<file path="config.mk">
export PLATFORM = sky130hd
export DESIGN_NAME = jstk_poll_ctrl_flat
export DESIGN_NICKNAME = d
export VERILOG_FILES = /design/src/rtl/jstk_poll_ctrl_pkg.sv /design/src/rtl/jstk_poll_ctrl_if.sv /design/src/rtl/jstk_poll_ctrl_poll_timer.sv /design/src/rtl/jstk_poll_ctrl.sv /design/src/flat_wrapper.sv
export SDC_FILE = /design/constraint.sdc
export NUM_CORES = 1
export LEC_CHECK = 0
export CAP_MARGIN = 5
export CORE_UTILIZATION = 42
export DETAILED_ROUTE_END_ITERATION = 12
export GPL_ROUTABILITY_DRIVEN = 1
export PLACE_DENSITY = 0.8
export SLEW_MARGIN = 5
export SYNTH_ARGS = -nofsm -noshare
export SYNTH_HDL_FRONTEND = slang
export SYNTH_SLANG_ARGS = --single-unit
</file>
<file path="constraint.sdc">
create_clock -name spi_clk -period 2.1 [get_ports spi_clk]
set_input_delay 0.525 -clock spi_clk [delete_from_list [all_inputs] [get_ports spi_clk]]
set_output_delay 0.525 -clock spi_clk [all_outputs]
set_load 0.005 [all_outputs]
</file>
<file path="src/rtl/jstk_poll_ctrl_pkg.sv">
// Shared definitions for the PMOD joystick poll controller: command frame layout,
// response byte positions and FSM encoding.
package jstk_pkg;

  localparam int JSTK_FRAME_W = 40;

  localparam logic [5:0]              JSTK_CMD_HDR = 6'b100000;
  localparam logic [JSTK_FRAME_W-1:0] JSTK_CMD_RST = 40'h80_00_00_00_00;

  // LSB positions of the response fields; the first byte received sits in [39:32]
  localparam int XL_LSB  = 32;
  localparam int XH_LSB  = 24;
  localparam int YL_LSB  = 16;
  localparam int YH_LSB  = 8;
  localparam int BTN_LSB = 0;

  typedef enum logic [2:0] {
    ST_IDLE       = 3'd0,
    ST_TRIG       = 3'd1,
    ST_WAIT_START = 3'd2,
    ST_WAIT_DONE  = 3'd3,
    ST_LATCH      = 3'd4
  } jstk_state_e;

  function automatic logic [JSTK_FRAME_W-1:0] jstk_build_cmd(input logic [1:0] led);
    return {JSTK_CMD_HDR, led, 32'h0000_0000};
  endfunction

endpackage

</file>
<file path="src/rtl/jstk_poll_ctrl_if.sv">
// Frame/handshake bundle between the poll controller (master modport) and the
// SPI master engine (slave modport).
interface jstk_spi_if;
  import jstk_pkg::*;

  logic                    spi_trigger;
  logic [JSTK_FRAME_W-1:0] spi_out_bytes;
  logic [JSTK_FRAME_W-1:0] spi_in_bytes;
  logic                    spi_cs;

  modport master (output spi_trigger, output spi_out_bytes, input spi_in_bytes, input spi_cs);
  modport slave  (input spi_trigger, input spi_out_bytes, output spi_in_bytes, output spi_cs);
endinterface

</file>
<file path="src/rtl/jstk_poll_ctrl_poll_timer.sv">
// Saturating up-counter: clears on clr, counts while en, stops at 'last' and
// reports expire while sitting there.
module poll_timer #(
  parameter int WIDTH = 10
) (
  input  logic             spi_clk,
  input  logic             reset,
  input  logic             clr,
  input  logic             en,
  input  logic [WIDTH-1:0] last,
  output logic             expire
);

  logic [WIDTH-1:0] cnt_q;
  logic [WIDTH-1:0] cnt_d;

  always_comb begin
    cnt_d = cnt_q;
    if (clr) begin
      cnt_d = '0;
    end else if (en && (cnt_q != last)) begin
      cnt_d = cnt_q + WIDTH'(1);
    end else begin
      cnt_d = cnt_q;
    end
  end

  always_ff @(posedge spi_clk or posedge reset) begin
    if (reset) begin
      cnt_q <= '0;
    end else begin
      cnt_q <= cnt_d;
    end
  end

  assign expire = (cnt_q == last);

endmodule

</file>
<file path="src/rtl/jstk_poll_ctrl.sv">
// Periodic/on-demand poller for the PMOD joystick: issues command frames to the
// SPI master, supervises chip-select and decodes the 5-byte response.
module jstk_poll_ctrl
  import jstk_pkg::*;
#(
  parameter int POLL_PERIOD   = 1000,
  parameter int START_TIMEOUT = 8,
  parameter int DONE_TIMEOUT  = 64
) (
  input  logic       spi_clk,
  input  logic       reset,
  input  logic       enable,
  input  logic       poll_req,
  input  logic [1:0] led,
  jstk_spi_if.master spi,
  output logic [9:0] x_pos,
  output logic [9:0] y_pos,
  output logic [2:0] buttons,
  output logic       sample_valid,
  output logic       busy,
  output logic       timeout_err
);

  localparam int PW      = $clog2(POLL_PERIOD);
  localparam int TMO_MAX = (START_TIMEOUT > DONE_TIMEOUT) ? START_TIMEOUT : DONE_TIMEOUT;
  localparam int TW      = $clog2(TMO_MAX);
  localparam logic [PW-1:0] PER_LAST   = PW'(POLL_PERIOD - 1);
  localparam logic [TW-1:0] START_LAST = TW'(START_TIMEOUT - 1);
  localparam logic [TW-1:0] DONE_LAST  = TW'(DONE_TIMEOUT - 1);

  jstk_state_e             state_q, state_d;
  logic                    trig_q, trig_d;
  logic                    busy_q, busy_d;
  logic                    pend_q, pend_d;
  logic                    tmo_err_q, tmo_err_d;
  logic                    valid_q, valid_d;
  logic [9:0]              x_q, x_d;
  logic [9:0]              y_q, y_d;
  logic [2:0]              btn_q, btn_d;
  logic [JSTK_FRAME_W-1:0] cmd_q, cmd_d;

  logic          go_trig_s;
  logic          per_exp_s;
  logic          per_clr_s;
  logic          tmo_exp_s;
  logic          tmo_clr_s;
  logic [TW-1:0] tmo_last_s;
  logic          unused_in_s;

  // Period counter restarts at each trigger and idles at zero while disabled
  assign per_clr_s  = !enable || go_trig_s;
  assign tmo_clr_s  = (state_d != state_q);
  assign tmo_last_s = (state_q == ST_WAIT_START) ? START_LAST : DONE_LAST;

  poll_timer #(.WIDTH(PW)) u_period (
    .spi_clk (spi_clk),
    .reset   (reset),
    .clr     (per_clr_s),
    .en      (enable),
    .last    (PER_LAST),
    .expire  (per_exp_s)
  );

  poll_timer #(.WIDTH(TW)) u_timeout (
    .spi_clk (spi_clk),
    .reset   (reset),
    .clr     (tmo_clr_s),
    .en      (1'b1),
    .last    (tmo_last_s),
    .expire  (tmo_exp_s)
  );

  always_comb begin
    state_d   = state_q;
    go_trig_s = 1'b0;
    cmd_d     = cmd_q;
    tmo_err_d = tmo_err_q;
    x_d       = x_q;
    y_d       = y_q;
    btn_d     = btn_q;
    valid_d   = 1'b0;
    case (state_q)
      ST_IDLE: begin
        if (poll_req || pend_q || (enable && per_exp_s)) begin
          state_d   = ST_TRIG;
          go_trig_s = 1'b1;
          cmd_d     = jstk_build_cmd(led);
        end else begin
          state_d = ST_IDLE;
        end
      end
      ST_TRIG: state_d = ST_WAIT_START;
      ST_WAIT_START: begin
        if (!spi.spi_cs) begin
          state_d = ST_WAIT_DONE;
        end else if (tmo_exp_s) begin
          state_d   = ST_IDLE;
          tmo_err_d = 1'b1;
        end else begin
          state_d = ST_WAIT_START;
        end
      end
      ST_WAIT_DONE: begin
        if (spi.spi_cs) begin
          state_d = ST_LATCH;
        end else if (tmo_exp_s) begin
          state_d   = ST_IDLE;
          tmo_err_d = 1'b1;
        end else begin
          state_d = ST_WAIT_DONE;
        end
      end
      ST_LATCH: begin
        x_d     = {spi.spi_in_bytes[XH_LSB +: 2], spi.spi_in_bytes[XL_LSB +: 8]};
        y_d     = {spi.spi_in_bytes[YH_LSB +: 2], spi.spi_in_bytes[YL_LSB +: 8]};
        btn_d   = spi.spi_in_bytes[BTN_LSB +: 3];
        valid_d = 1'b1;
        state_d = ST_IDLE;
      end
      default: state_d = ST_IDLE;
    endcase

    // One-deep request memory: set while a transfer is in flight, consumed by the next trigger
    if (go_trig_s) begin
      pend_d = 1'b0;
    end else if (poll_req && (state_q != ST_IDLE)) begin
      pend_d = 1'b1;
    end else begin
      pend_d = pend_q;
    end

    trig_d = go_trig_s;
    busy_d = (state_d != ST_IDLE);
  end

  always_ff @(posedge spi_clk or posedge reset) begin
    if (reset) begin
      state_q   <= ST_IDLE;
      trig_q    <= 1'b0;
      busy_q    <= 1'b0;
      pend_q    <= 1'b0;
      tmo_err_q <= 1'b0;
      valid_q   <= 1'b0;
      x_q       <= 10'd0;
      y_q       <= 10'd0;
      btn_q     <= 3'd0;
      cmd_q     <= JSTK_CMD_RST;
    end else begin
      state_q   <= state_d;
      trig_q    <= trig_d;
      busy_q    <= busy_d;
      pend_q    <= pend_d;
      tmo_err_q <= tmo_err_d;
      valid_q   <= valid_d;
      x_q       <= x_d;
      y_q       <= y_d;
      btn_q     <= btn_d;
      cmd_q     <= cmd_d;
    end
  end

  // Response bits with no meaning for position/buttons
  assign unused_in_s = ^{spi.spi_in_bytes[31:26], spi.spi_in_bytes[15:10], spi.spi_in_bytes[7:3]};

  assign spi.spi_trigger   = trig_q;
  assign spi.spi_out_bytes = cmd_q;
  assign x_pos             = x_q;
  assign y_pos             = y_q;
  assign buttons           = btn_q;
  assign sample_valid      = valid_q;
  assign busy              = busy_q;
  assign timeout_err       = tmo_err_q;

endmodule

</file>
<file path="src/flat_wrapper.sv">
// flat-port wrapper written by rule: the top's interface ports become plain ports
module jstk_poll_ctrl_flat import jstk_pkg::*;
#(
  parameter int POLL_PERIOD   = 1000,
  parameter int START_TIMEOUT = 8,
  parameter int DONE_TIMEOUT  = 64
)
  (spi_clk, reset, enable, poll_req, led, x_pos, y_pos, buttons, sample_valid, busy, timeout_err, spi_spi_trigger, spi_spi_out_bytes, spi_spi_in_bytes, spi_spi_cs);
  jstk_spi_if spi_i ();
  input  logic spi_clk;
  input  logic reset;
  input  logic enable;
  input  logic poll_req;
  input  logic [1:0] led;
  output logic [9:0] x_pos;
  output logic [9:0] y_pos;
  output logic [2:0] buttons;
  output logic sample_valid;
  output logic busy;
  output logic timeout_err;
  output wire logic [$bits(spi_i.spi_trigger)-1:0] spi_spi_trigger;
  output wire logic [$bits(spi_i.spi_out_bytes)-1:0] spi_spi_out_bytes;
  input wire logic [$bits(spi_i.spi_in_bytes)-1:0] spi_spi_in_bytes;
  input wire logic [$bits(spi_i.spi_cs)-1:0] spi_spi_cs;
  assign spi_spi_trigger = spi_i.spi_trigger;
  assign spi_spi_out_bytes = spi_i.spi_out_bytes;
  assign spi_i.spi_in_bytes = spi_spi_in_bytes;
  assign spi_i.spi_cs = spi_spi_cs;
  jstk_poll_ctrl #(.POLL_PERIOD(POLL_PERIOD), .START_TIMEOUT(START_TIMEOUT), .DONE_TIMEOUT(DONE_TIMEOUT)) u_core (.spi_clk(spi_clk), .reset(reset), .enable(enable), .poll_req(poll_req), .led(led), .spi(spi_i), .x_pos(x_pos), .y_pos(y_pos), .buttons(buttons), .sample_valid(sample_valid), .busy(busy), .timeout_err(timeout_err));
endmodule
</file>
==> flow_summary.yaml <==
outcome:
  outcome: "finished clean"
yosys:
  synth_top_cell_area_share: 0.4895
  synth-edff-count: 0
  synth_xor_area_frac: 0.03846
  synth.most_common_cell: "dfrtp_1"
  synth_ff_type: "dfrtp_1"
  yosysUniqueCellTypes: 47
  synth_top_family_by_area: "buffers and inverters"
  muxShareOfSynthArea: 0.1304
  ys_seq_area_frac: 0.4895
  synth-seq-cells: 49
  synthAdderAreaFrac: 0.009990
  async_flop_share: 1.000
  synth_compound_area_frac: 0.05345
  yosys.area.top_type: "dfrtp_1"
  synth-simple-area-share: 0.1364
  avgSynthCellArea_sq_um: 11.49
  synthCells: 218
  netlist_area_sq_um: 2505
  synth_area_leaders: "dfrtp_1 (49%), buf_4 (11%), mux2_2 (11%)"
  ys_warn_count: 0
  ys_top_cells_by_count: "dfrtp_1 (49), buf_4 (38), mux2_2 (25), nor2_1 (19)"
finish:
  n_antenna_cell: 0
  fin_util: 0.5689
  nNetsFinal: 334
  seq_area_sq_um: 1226
  drive_gt1_frac: 0.2028
  multiInputGateArea_sq_um: 1086
  fillers: 471
  area_growth_syn_to_layout_pct: 28.12
global_routing:
  grt_max_degree: 36
  grt_use_total: 0.1562
  overflow: 0
  grt_pass1_vias: 1617
  grt_pass1_wl_microns: 7541
  antenna_found_initial: 0
timing:
  fmax_ghz: 0.5068
  setup_tns_ns: 0
  finalCritPeriodShare: 0.9396
  finalSetupViolCount: 0
  maxSlewViolCount: 0
  fin_worst_skew_ns: 0.005516
  hold_viol_final: 0
  setup_ws_ns: 0.1268
  rsz0062_at_grt: "yes"
  fin_crit_ns: 1.973
pwr:
  leakage_nw: 1.455
  power_w: 0.003602
  p_per_area_nw_per_um2: 1122
  vdd_drop_max_v: 0.0008960
drt:
  dr.pass1.iters: 4
  viasPerCell: 4.668
  num_vias: 1671
  dr.first_iter.drc_count: 87
  postRouteAntennaNets: 0
  post_drt_wl_per_cell_microns: 12.79
  wl_microns: 4580
  post-route-drc-count: 0
die:
  coreArea_sq_um: 5642
  io_pins: 114
  die_y_microns: 79.23
  initial_core_util: 0.4440
  fp.dieW_microns: 79.23
  dieArea_sq_um: 6277
  fp-row-count: 27
cts:
  clock_sinks: 49
  path_clk_slew_ns: 0.09
  clock_latency_ns: 0.30
  cts_max_level: 2
  cts_tree: "done"
  clockBufferDepth: 2
  numCtsBuffers: 5
  clockRootBuffer: "clkbuf_8"
worst_setup_path:
  crit_family: "simple AND/OR/NAND/NOR gates"
  critPathMaxStageDelay_ns: 0.43
  critPathRequiredTime_ns: 2.33
  r2r-start: "u_core.u_period.cnt_q[1]$_DFFE_PP0P_"
  path_depth: 6
  r2r_cells: 6
  startpoint_type: "flop"
  arrival_ns: 2.20
  path_buf_inv: 0
  crit_chain: "ha_1, and4b_1, a311o_2, nor4_4, o2111ai_4, nor3_2"
  path_class: "reg -> reg"
  r2r_setup_slack_ns: 0.13
  crit_fanout: 6
  worstSetupEndpoint: "u_core.u_timeout.cnt_q[4]$_DFFE_PP0P_"
  cp_slowest_cell: "dfrtp_1"
  cp-end-kind: "flop"
  reg2reg_to: "u_core.u_timeout.cnt_q[4]$_DFFE_PP0P_"
  crit_start: "u_core.u_period.cnt_q[1]$_DFFE_PP0P_"
placement:
  dpl.hpwl_microns: 3292
  io_buffers: 58
  place_ws_ns: -0.2323
  gp_congestion: 0.7845
flow_run:
  drv_cap: 0
min_path:
  min_path_type: "reg -> reg"
## timing repair
action / 4_1_cts / 5_1_grt
setup endpoints to repair: 0 / 6
gates resized for setup: 0 / 2
hold endpoints to repair: 0 / 0
buffers inserted: 0 / 0
hold buffers: 0 / 0
## where the power goes
group / switching (W) / internal (W)
combinational: 0.000599 / 0.000904
clock: 0.000301 / 0.000388
sequential: 0.000157 / 0.00125
## cell type report
type                       count  area share
inverter                       4    0.004678
clock inverter                 1    0.009357
tap                           72     0.02807
clock buffer                   7     0.02690
timing repair buffer          69      0.2105
sequential                    49      0.3821
multi-input combinational    156      0.3384
## through the flow
stage / hold WS, ns / instance area [sq um] / instances
after floorplan: 0.4510 / 2640 / 254
after global placement: 0.4461 / 3079 / 350
after detailed placement: 0.4475 / 3079 / 350
after CTS: 0.4711 / 3196 / 358
after global routing: 0.4927 / 3209 / 358
final: 0.4625 / 3209 / 358
## kinds of logic (layout without fill, tap and decap cells)
group / after synthesis / after routing
AOI/OAI and AO/OA: 16 / 16
xor gates and xnor gates: 11 / 11
adders and majority gates: 2 / 2
buffers and inverters: 49 / 81
DFF: 49 / 49
muxes: 29 / 29
other: 2 / 38
and+or+nand+nor: 60 / 60
## worst min-delay path by stage
stage	endpoint	depth (start not counted)	start
after floorplan	u_core.timeout_err$_DFFE_PP0P_	1	u_core.timeout_err$_DFFE_PP0P_
after global placement	u_core.timeout_err$_DFFE_PP0P_	1	u_core.timeout_err$_DFFE_PP0P_
after detailed placement	u_core.timeout_err$_DFFE_PP0P_	1	u_core.timeout_err$_DFFE_PP0P_
after CTS	u_core.timeout_err$_DFFE_PP0P_	1	u_core.timeout_err$_DFFE_PP0P_
after global routing	u_core.timeout_err$_DFFE_PP0P_	1	u_core.timeout_err$_DFFE_PP0P_
final	u_core.timeout_err$_DFFE_PP0P_	1	u_core.timeout_err$_DFFE_PP0P_
## sequential cells by signal (all words and copies together) (netlist names)
register	cells
u_core.spi.spi_out_bytes	2
u_core.sample_valid	1
u_core.timeout_err	1
u_core.u_timeout.cnt_q	6
u_core.y_pos	10
u_core.x_pos	10
u_core.spi.spi_trigger	1
u_core.busy	1
u_core.pend_q	1
u_core.buttons	3
u_core.u_period.cnt_q	10
u_core.state_q	3
## metal layers
metal | vias to the layer above | part of all wire | track usage
met5 | - | 0 | 0
met2 | 60 | 0.53 | 0.2802
li1 | 803 | - | -
met4 | 0 | 0.0085 | 0.05818
met1 | 804 | 0.41 | 0.1805
met3 | 4 | 0.055 | 0.03448
## worst reg2reg max path, stage by stage, from the launching register on
cell and delay, ns:
dfrtp_1 0.43, ha_1 0.22, and4b_1 0.22, a311o_2 0.43, nor4_4 0.19, o2111ai_4 0.20, nor3_2 0.22
## cell usage in the layout (no fill, tap or decap), drive strengths merged
master         instances
a211oi                 1
xnor2                  3
o2111ai                2
a221oi                 1
buf                   11
nand2b                 1
ha                     2
or3                    1
nand2                 11
bufinv                 1
nor4                   1
a311o                  1
a21o                   1
xor2                   8
or2                    1
or3b                   1
o22ai                  1
a21oi                  4
nor2b                  1
and3                   2
a311oi                 1
nand3                 11
dfrtp                 49
and4                   1
o32ai                  2
clkbuf                 7
mux2                  26
nor3                   2
o21ai                  2
nor2                  20
nand4                  2
mux2i                  3
conb                  38
and2                   1
nand4b                 1
and4b                  1
clkdlybuf4s50         58
inv                    4
nor3b                  2
Power figures use the tool's default switching activity.
